$ cat src/rtl/dmem_arbiter_pkg.sv
// ============================================================================
// dmem_arbiter_pkg : shared state and owner encodings for the data-memory arbiter
// Revision: 1.0
// ============================================================================
`default_nettype none

package dmem_arbiter_pkg;

    typedef enum logic [0:0] {
        S_CPU  = 1'b0,
        S_LOCK = 1'b1
    } arb_state_e;

    typedef enum logic [1:0] {
        OWN_NONE = 2'd0,
        OWN_CPU  = 2'd1,
        OWN_DBG  = 2'd2
    } owner_e;

    function automatic int unsigned cnt_width(input int unsigned limit);
        return $clog2(limit + 1);
    endfunction

endpackage

`default_nettype wire

$ cat src/rtl/dmem_arbiter_starve_counter.sv
// ============================================================================
// starve_counter : saturating, clearable up-counter flagging when LIMIT is reached
// Revision: 1.0
// ============================================================================
`default_nettype none

module starve_counter #(
    parameter int unsigned LIMIT = 4,
    parameter int unsigned CW    = $clog2(LIMIT + 1)
) (
    input  logic          clk,
    input  logic          rst,
    input  logic          inc,
    input  logic          clr,
    output logic [CW-1:0] count,
    output logic          at_limit
);

    logic [CW-1:0] cnt_q;
    logic [CW-1:0] cnt_d;

    assign at_limit = (cnt_q == CW'(LIMIT));
    assign count    = cnt_q;

    always_comb begin
        cnt_d = cnt_q;
        if (clr) begin
            cnt_d = '0;
        end else if (inc && !at_limit) begin
            cnt_d = cnt_q + CW'(1);
        end
    end

    always_ff @(posedge clk) begin
        if (!rst) begin
            cnt_q <= '0;
        end else begin
            cnt_q <= cnt_d;
        end
    end

endmodule

`default_nettype wire

$ cat src/rtl/dmem_arbiter.sv
// ============================================================================
// dmem_arbiter : shares the single-port data memory between the CPU MEM stage
//                and a debug/loader port (CPU priority, starvation slot, lock)
// Revision: 1.0
// ============================================================================
`default_nettype none

module dmem_arbiter
    import dmem_arbiter_pkg::*;
#(
    parameter int unsigned DW           = 16,
    parameter int unsigned AW           = 16,
    parameter int unsigned MEM_DEPTH    = 64,
    parameter int unsigned STARVE_LIMIT = 4
) (
    input  logic          clk,
    input  logic          rst,
    input  logic          cpu_req,
    input  logic          cpu_we,
    input  logic [AW-1:0] cpu_addr,
    input  logic [DW-1:0] cpu_wdata,
    output logic [DW-1:0] cpu_rdata,
    output logic          cpu_stall,
    input  logic          dbg_req,
    input  logic          dbg_we,
    input  logic          dbg_lock,
    input  logic [AW-1:0] dbg_addr,
    input  logic [DW-1:0] dbg_wdata,
    output logic          dbg_gnt,
    output logic          dbg_rvalid,
    output logic [DW-1:0] dbg_rdata,
    output logic          dbg_err,
    output logic [AW-1:0] mem_addr,
    output logic [DW-1:0] mem_wdata,
    output logic          mem_we,
    input  logic [DW-1:0] mem_rdata
);

    localparam int unsigned CW = cnt_width(STARVE_LIMIT);

    arb_state_e    state_q;
    arb_state_e    state_d;
    owner_e        owner;
    logic [CW-1:0] starve_cnt;
    logic          at_limit;
    logic          cnt_inc;
    logic          cnt_clr;
    logic          dbg_in_range;
    logic          dbg_rvalid_q;
    logic          dbg_rvalid_d;
    logic          dbg_err_q;
    logic          dbg_err_d;
    logic [DW-1:0] dbg_rdata_q;

    assign dbg_in_range = ({1'b0, dbg_addr} < (AW + 1)'(MEM_DEPTH));

    always_comb begin
        owner   = OWN_NONE;
        state_d = state_q;
        cnt_inc = 1'b0;
        cnt_clr = 1'b0;
        if (rst) begin
            if (state_q == S_LOCK) begin
                if (dbg_req) begin
                    owner = OWN_DBG;
                end
                // Lock release is sampled at the edge; this cycle stays debug-owned.
                if (!dbg_lock) begin
                    state_d = S_CPU;
                end
            end else begin
                if (dbg_req && (!cpu_req || at_limit)) begin
                    owner = OWN_DBG;
                end else if (cpu_req) begin
                    owner = OWN_CPU;
                end
                if (owner == OWN_DBG && dbg_lock) begin
                    state_d = S_LOCK;
                end
                cnt_inc = dbg_req && (owner != OWN_DBG);
                cnt_clr = !dbg_req || (owner == OWN_DBG);
            end
        end
    end

    always_comb begin
        mem_addr  = '0;
        mem_wdata = '0;
        mem_we    = 1'b0;
        cpu_rdata = '0;
        case (owner)
            OWN_CPU: begin
                mem_addr  = cpu_addr;
                mem_wdata = cpu_wdata;
                mem_we    = cpu_we;
                cpu_rdata = mem_rdata;
            end
            OWN_DBG: begin
                mem_addr  = dbg_addr;
                mem_wdata = dbg_wdata;
                mem_we    = dbg_we && dbg_in_range;
            end
            default: begin
                mem_we = 1'b0;
            end
        endcase
    end

    assign dbg_gnt      = (owner == OWN_DBG);
    assign cpu_stall    = rst && cpu_req && (owner != OWN_CPU);
    assign dbg_rvalid_d = dbg_gnt && !dbg_we && dbg_in_range;
    assign dbg_err_d    = dbg_gnt && !dbg_in_range;

    always_ff @(posedge clk) begin
        if (!rst) begin
            state_q      <= S_CPU;
            dbg_rvalid_q <= 1'b0;
            dbg_err_q    <= 1'b0;
            dbg_rdata_q  <= '0;
        end else begin
            state_q      <= state_d;
            dbg_rvalid_q <= dbg_rvalid_d;
            dbg_err_q    <= dbg_err_d;
            if (dbg_rvalid_d) begin
                dbg_rdata_q <= mem_rdata;
            end
        end
    end

    assign dbg_rvalid = dbg_rvalid_q;
    assign dbg_err    = dbg_err_q;
    assign dbg_rdata  = dbg_rdata_q;

    starve_counter #(
        .LIMIT (STARVE_LIMIT),
        .CW    (CW)
    ) u_starve (
        .clk      (clk),
        .rst      (rst),
        .inc      (cnt_inc),
        .clr      (cnt_clr),
        .count    (starve_cnt),
        .at_limit (at_limit)
    );

endmodule

`default_nettype wire

$ cat config.mk
export PLATFORM = sky130hd
export DESIGN_NAME = dmem_arbiter
export DESIGN_NICKNAME = d
export VERILOG_FILES = /design/src/rtl/dmem_arbiter_pkg.sv /design/src/rtl/dmem_arbiter_starve_counter.sv /design/src/rtl/dmem_arbiter.sv
export SDC_FILE = /design/constraint.sdc
export NUM_CORES = 1
export LEC_CHECK = 0
export ABC_AREA = 1
export CELL_PAD_IN_SITES_DETAIL_PLACEMENT = 0
export CELL_PAD_IN_SITES_GLOBAL_PLACEMENT = 1
export CORE_MARGIN = 2
export CORE_UTILIZATION = 20
export CTS_CLUSTER_SIZE = 24
export DETAILED_ROUTE_END_ITERATION = 12
export PLACE_DENSITY = 0.94
export SLEW_MARGIN = 20
export SYNTH_ARGS = -nofsm -noshare
export SYNTH_HDL_FRONTEND = slang
export SYNTH_SLANG_ARGS = --single-unit
$ cat constraint.sdc
create_clock -name clk -period 10.19 [get_ports clk]
set_input_delay 3.057 -clock clk [delete_from_list [all_inputs] [get_ports clk]]
set_output_delay 3.057 -clock clk [all_outputs]
set_load 0.005 [all_outputs]
# Word-level counts from Yosys, hierarchy flattened
# Index checks and enable logic that the tools add are counted.
dict set report word_totals {
  out_inout_bits 69
  wordCells 50
  ff_bits 22
  input_bits 87
}
dict set report classes {
  muxes 18
  n_bitwise 1
  add_sub_neg 1
  magnitude_cmp 1
  eq_ne 6
  reduce_logical 18
}
# operator count
set ops {}
lappend ops {{case mux 16 bit (2 select lines)} 2}
lappend ops {{< comparator 16 x 7 -> 1 bit, second input constant} 1}
lappend ops {{two-way mux 16 bit} 1}
lappend ops {{two-way mux 2 bit} 6}
lappend ops {{logical AND 1 bit} 10}
lappend ops {{two-way mux 1 bit} 8}
lappend ops {{logical NOT 1 bit} 5}
lappend ops {{== test 2 bit, second input constant} 2}
lappend ops {{adder 3 x 1 -> 3 bit, second input constant} 1}
lappend ops {{== test 3 bit, second input constant} 1}
lappend ops {{== test 2 x 1 -> 1 bit, second input constant} 1}
lappend ops {{logical OR 1 bit} 2}
lappend ops {{!= test 2 x 1 -> 1 bit, second input constant} 1}
lappend ops {{!= test 2 bit, second input constant} 1}
lappend ops {{case mux 1 bit (2 select lines)} 1}
lappend ops {{OR reduction 2 bit} 1}
lappend ops {{NOT 1 bit} 1}

# Longest topological paths before layout
# Gate-level depths: netlist (run 1).
dict set report logic_depth {
  word_depth 11
  ltp_mapped 13
  depth_no_buf 12
}

# Hierarchy
# Synthesis (run 1) repeated with hierarchy kept, for this count alone.
dict set report hier_totals {
  hier_cells 348
  hier_area_um2 1893.1
}
# mod area_per_inst_um2 cells_per_inst n_inst seq_area_each_um2
set modules_own_cells {}
lappend modules_own_cells {dmem_arbiter 1714.1 320 1 380.4}
lappend modules_own_cells {starve_counter 178.9 28 1 60.1}

# Worst setup path after synthesis (run 1)
# No wires, ideal clock.
dict set report synth_timing {
  path_kind {in2out}
  startpoint {input rst}
  endpoint {output mem_addr[0]}
  arrival_ns 4.419
  cell_stages 8
  n_path_buf 3
  required_ns 7.133
  setup_slack_ns 2.714
  path_cell_list {inv_1 > clkbuf_1 > nor3_1 > inv_1 > ha_1 > clkbuf_1 > clkbuf_1 > a21oi_1}
}
dict set report synth_via {
  elab_chain_cells 3
  word_cells_on_any_way 4
  classes_between {eq/ne: 2; mux: 2}
}
# element line_no
set synth_lines {}
lappend synth_lines {{from (decl)} dmem_arbiter.sv:17} ;# input logic rst,
lappend synth_lines {{two-way mux 2 bit (*)} dmem_arbiter.sv:62} ;# if (rst) begin
lappend synth_lines {{== test 2 bit / == test 2 x 1 -> 1 bit (equally long branches)} dmem_arbiter.sv:91} ;# case (owner)
lappend synth_lines {{case mux 16 bit (2 select lines) (*)} dmem_arbiter.sv:91}
lappend synth_lines {{to (decl)} dmem_arbiter.sv:33} ;# output logic [AW-1:0] mem_addr,
# Mark *: on every way between the ends. The rest lies on a longest branch, timed or not.

# Worst setup path after layout (run 1)
dict set report layout_timing {
  startpoint {input rst}
  endpoint {output mem_addr[7]}
}
# Same word-level chain as after synthesis.

==> results of run 1 <==
-- layer usage --
layer  up-vias  wire length [um]  GRT usage (%)
li1       1164                 -              -
met1       981              2542          15.45
met2       125              2949          24.53
met3         6               693          4.150
met4         0               102          4.348
met5         -                 0              0
-- worst max-delay path, cell delays in order --
cell	delay [ns]
clkdlybuf4s50_1	0.51
inv_1	0.48
nor3_1	0.16
inv_1	0.09
ha_2	0.78
nand2_1	0.12
a21oi_1	0.18
clkdlybuf4s50_1	0.54
-- kinds of logic after synthesis --
| group | share of synthesized area [%] |
|---|---|
| and+or+nand+nor | 40.20 |
| AOI/OAI and AO/OA | 16.57 |
| buffers and inverters | 12.16 |
| DFF | 26.75 |
| adders and majority gates | 3.799 |
| xor gates and xnor gates | 0.5320 |
-- cell type report --
| cell class | count | share of cell area [%] |
|---|---|---|
| Multi-Input combinational cell | 205 | 30.42 |
| Timing Repair Buffer | 156 | 47.02 |
| Inverter | 28 | 3.170 |
| Clock inverter | 1 | 0.9057 |
| Clock buffer | 3 | 1.245 |
| Tap cell | 105 | 3.962 |
| Sequential cell | 22 | 13.28 |
-- synthesized netlist by cell type (all sizes together) --
library cell  count
nand2           109
a21oi            52
inv              28
dfxtp            22
nand4            20
clkbuf           12
nor2             11
buf               7
ha                5
nand3             2
nor3              1
nor4              1
o211ai            1
o21ai             1
or2               1
xor2              1
-- final timing paths --
| check | start | endpoint | slack (ns) | depth (start not counted) |
|---|---|---|---|---|
| max | rst | mem_addr[7] | 1.18 | 8 |
| min | dbg_rdata[0] | dbg_rdata[0] | 0.47 | 2 |
| max reg2reg | u_starve.count[0] | dbg_rdata[5] | 7.75 | 12 |
| min reg2reg | dbg_rdata[0] | dbg_rdata[0] | 0.47 | 2 |
-- flip-flops by register name, indices dropped and copies added, names as in the netlist --
name,cells
state_q,1
dbg_err,1
dbg_rdata,16
dbg_rvalid,1
u_starve.count,3
-- where the power goes --
group,internal [mW],switching (mW),total [mW]
clock,0.0524,0.0283,0.0807
combinational,0.0455,0.0291,0.0747
sequential,0.0862,0.000158,0.0863
-- through the flow --
stage                     cell area [um2]  cells  hold slack [ns]  worst slack, ns  utilization (%)
final                                3316    520           0.4661            1.175            40.97
after global routing                 3316    520           0.4815           0.8127            40.97
after CTS                            3316    520           0.4663            1.107            40.97
after detailed placement             3244    516           0.4531            1.105            40.09
after global placement               3244    516           0.4494            1.169            40.09
after floorplan                      1647    274           0.4555            2.714                -
==> summary.md, run 1 <==
| Metric | Value |
|---|---|
| Outcome | `complete, no violations` |
| Worst hold path class | `reg2reg` |
| Routed Antenna Nets | `0` |
| Largest net degree at the start of global routing | `51` |
| Mapped Cells | `274` |
| Vias in the first global route | `2221` |
| Seq. cell area | `440.4 um2` |
| H-tree depth | `1` |
| Gr ovfl total | `0` |
| Post-CTS sizing | `0` |
| TritonRoute pass-1 iters | `4` |
| I/O pin count | `156` |
| Number of clock sinks | `22` |
| Core box area | `8093 um2` |
| Fillers | `840` |
| Vias | `2276` |
| Pwr dens | `72.89 nW/um2` |
| Layout cells sized above 1 | `3.855%` |
| Cell variety after synth | `23` |
| Mapped Area | `1647 um2` |
| CTS Hold Bufs | `0` |
| RSZ-0062 raised after global routing | `no` |
| Leading area contributor after synthesis | `dfxtp_1` |
| Post-DP HPWL | `4.978 mm` |
| Synthesized Nets | `366` |
| Post-Syn Area per Cell | `6.009 um2` |
| Gr usage total | `13.69%` |
| Initial core utilization | `20.35%` |
| DRC viols | `0` |
| Port Buf Inserts | `155` |
| Setup Viol. Count Final | `0` |
| Die Span Y | `94.74 um` |
| Worst VDD drop | `0.00006906 V` |
| Final Hold Viols | `0` |
| Share of the synthesized area in the top cell type | `26.75%` |
| Rows | `33` |
| Synth top area cells | `dfxtp_1 27%, nand2_1 24%, a21oi_1 16%` |
| CTS tree | `built` |
| Root Driver | `clkbuf_8` |
| Worst Setup End Kind | `output pin` |
| Avg WL per Cell | `12.09 um` |
| Final Max Tran Viols | `0` |
| Multi-input gate area | `1008 um2` |
| Power, Total | `0.2417 mW` |
| Nets@finish | `508` |
| # diodes | `0` |
| Max_slew headroom | `37.75%` |
| FMAX | `0.1109 GHz` |
| First-pass GRT wire length | `9.998 mm` |
| Sequential element share of the synthesized area | `26.75%` |
| Reg clk slew, reported paths | `0.08 ns` |
| Clock Tree Buf Depth | `2` |
| Antenna violations before repair | `0` |
| CTS buffer count | `3` |
| Final min period | `9.015 ns` |
| Critical path startpoint category | `primary input` |
| Worst-skew pair later-pin latency | `0.26 ns` |
| Critical path required time | `7.13 ns` |
| Area Overhead vs Synth | `101.4%` |
| RePlAce Congestion | `0.7711` |
| Setup Fix Bufs, Post-CTS | `0` |
| Via/cell ratio | `4.377` |
| Clk_skew | `0.005415 ns` |
| Setup TNS Final | `0 ns` |
| Number of synthesized register bits | `22` |
| Worst Tran Pin Value | `0.9337 ns` |
| WS Path Type | `in2out` |
| Worst Path Arrival | `5.96 ns` |
| WL final | `6.287 mm` |
| Crit Path Max Fanout | `50` |
| Commonest cells after routing, fill and taps aside | `155 x clkdlybuf4s50_1, 104 x nand2_1, 52 x a21oi_1` |
| First-iteration detailed-routing DRC count | `40` |
| LEAKAGE | `1.234 nW` |
| YS warnings | `0` |
| Max-cap violation count | `0` |
| Most common cell after layout, fill and taps aside | `clkdlybuf4s50_1` |
| Die width | `94.74 um` |
| Crit share post-route | `88.47%` |
| Die area | `8975 um2` |
No activity file was read; power rests on OpenSTA's default activity.
==> run 2: changes to the inputs <==
Settings changed: GPL_ROUTABILITY_DRIVEN from default to 0, GPL_TIMING_DRIVEN from default to 1.
==> results of run 2 <==
Final layout, timing and power as in run 1 (identical DEF).
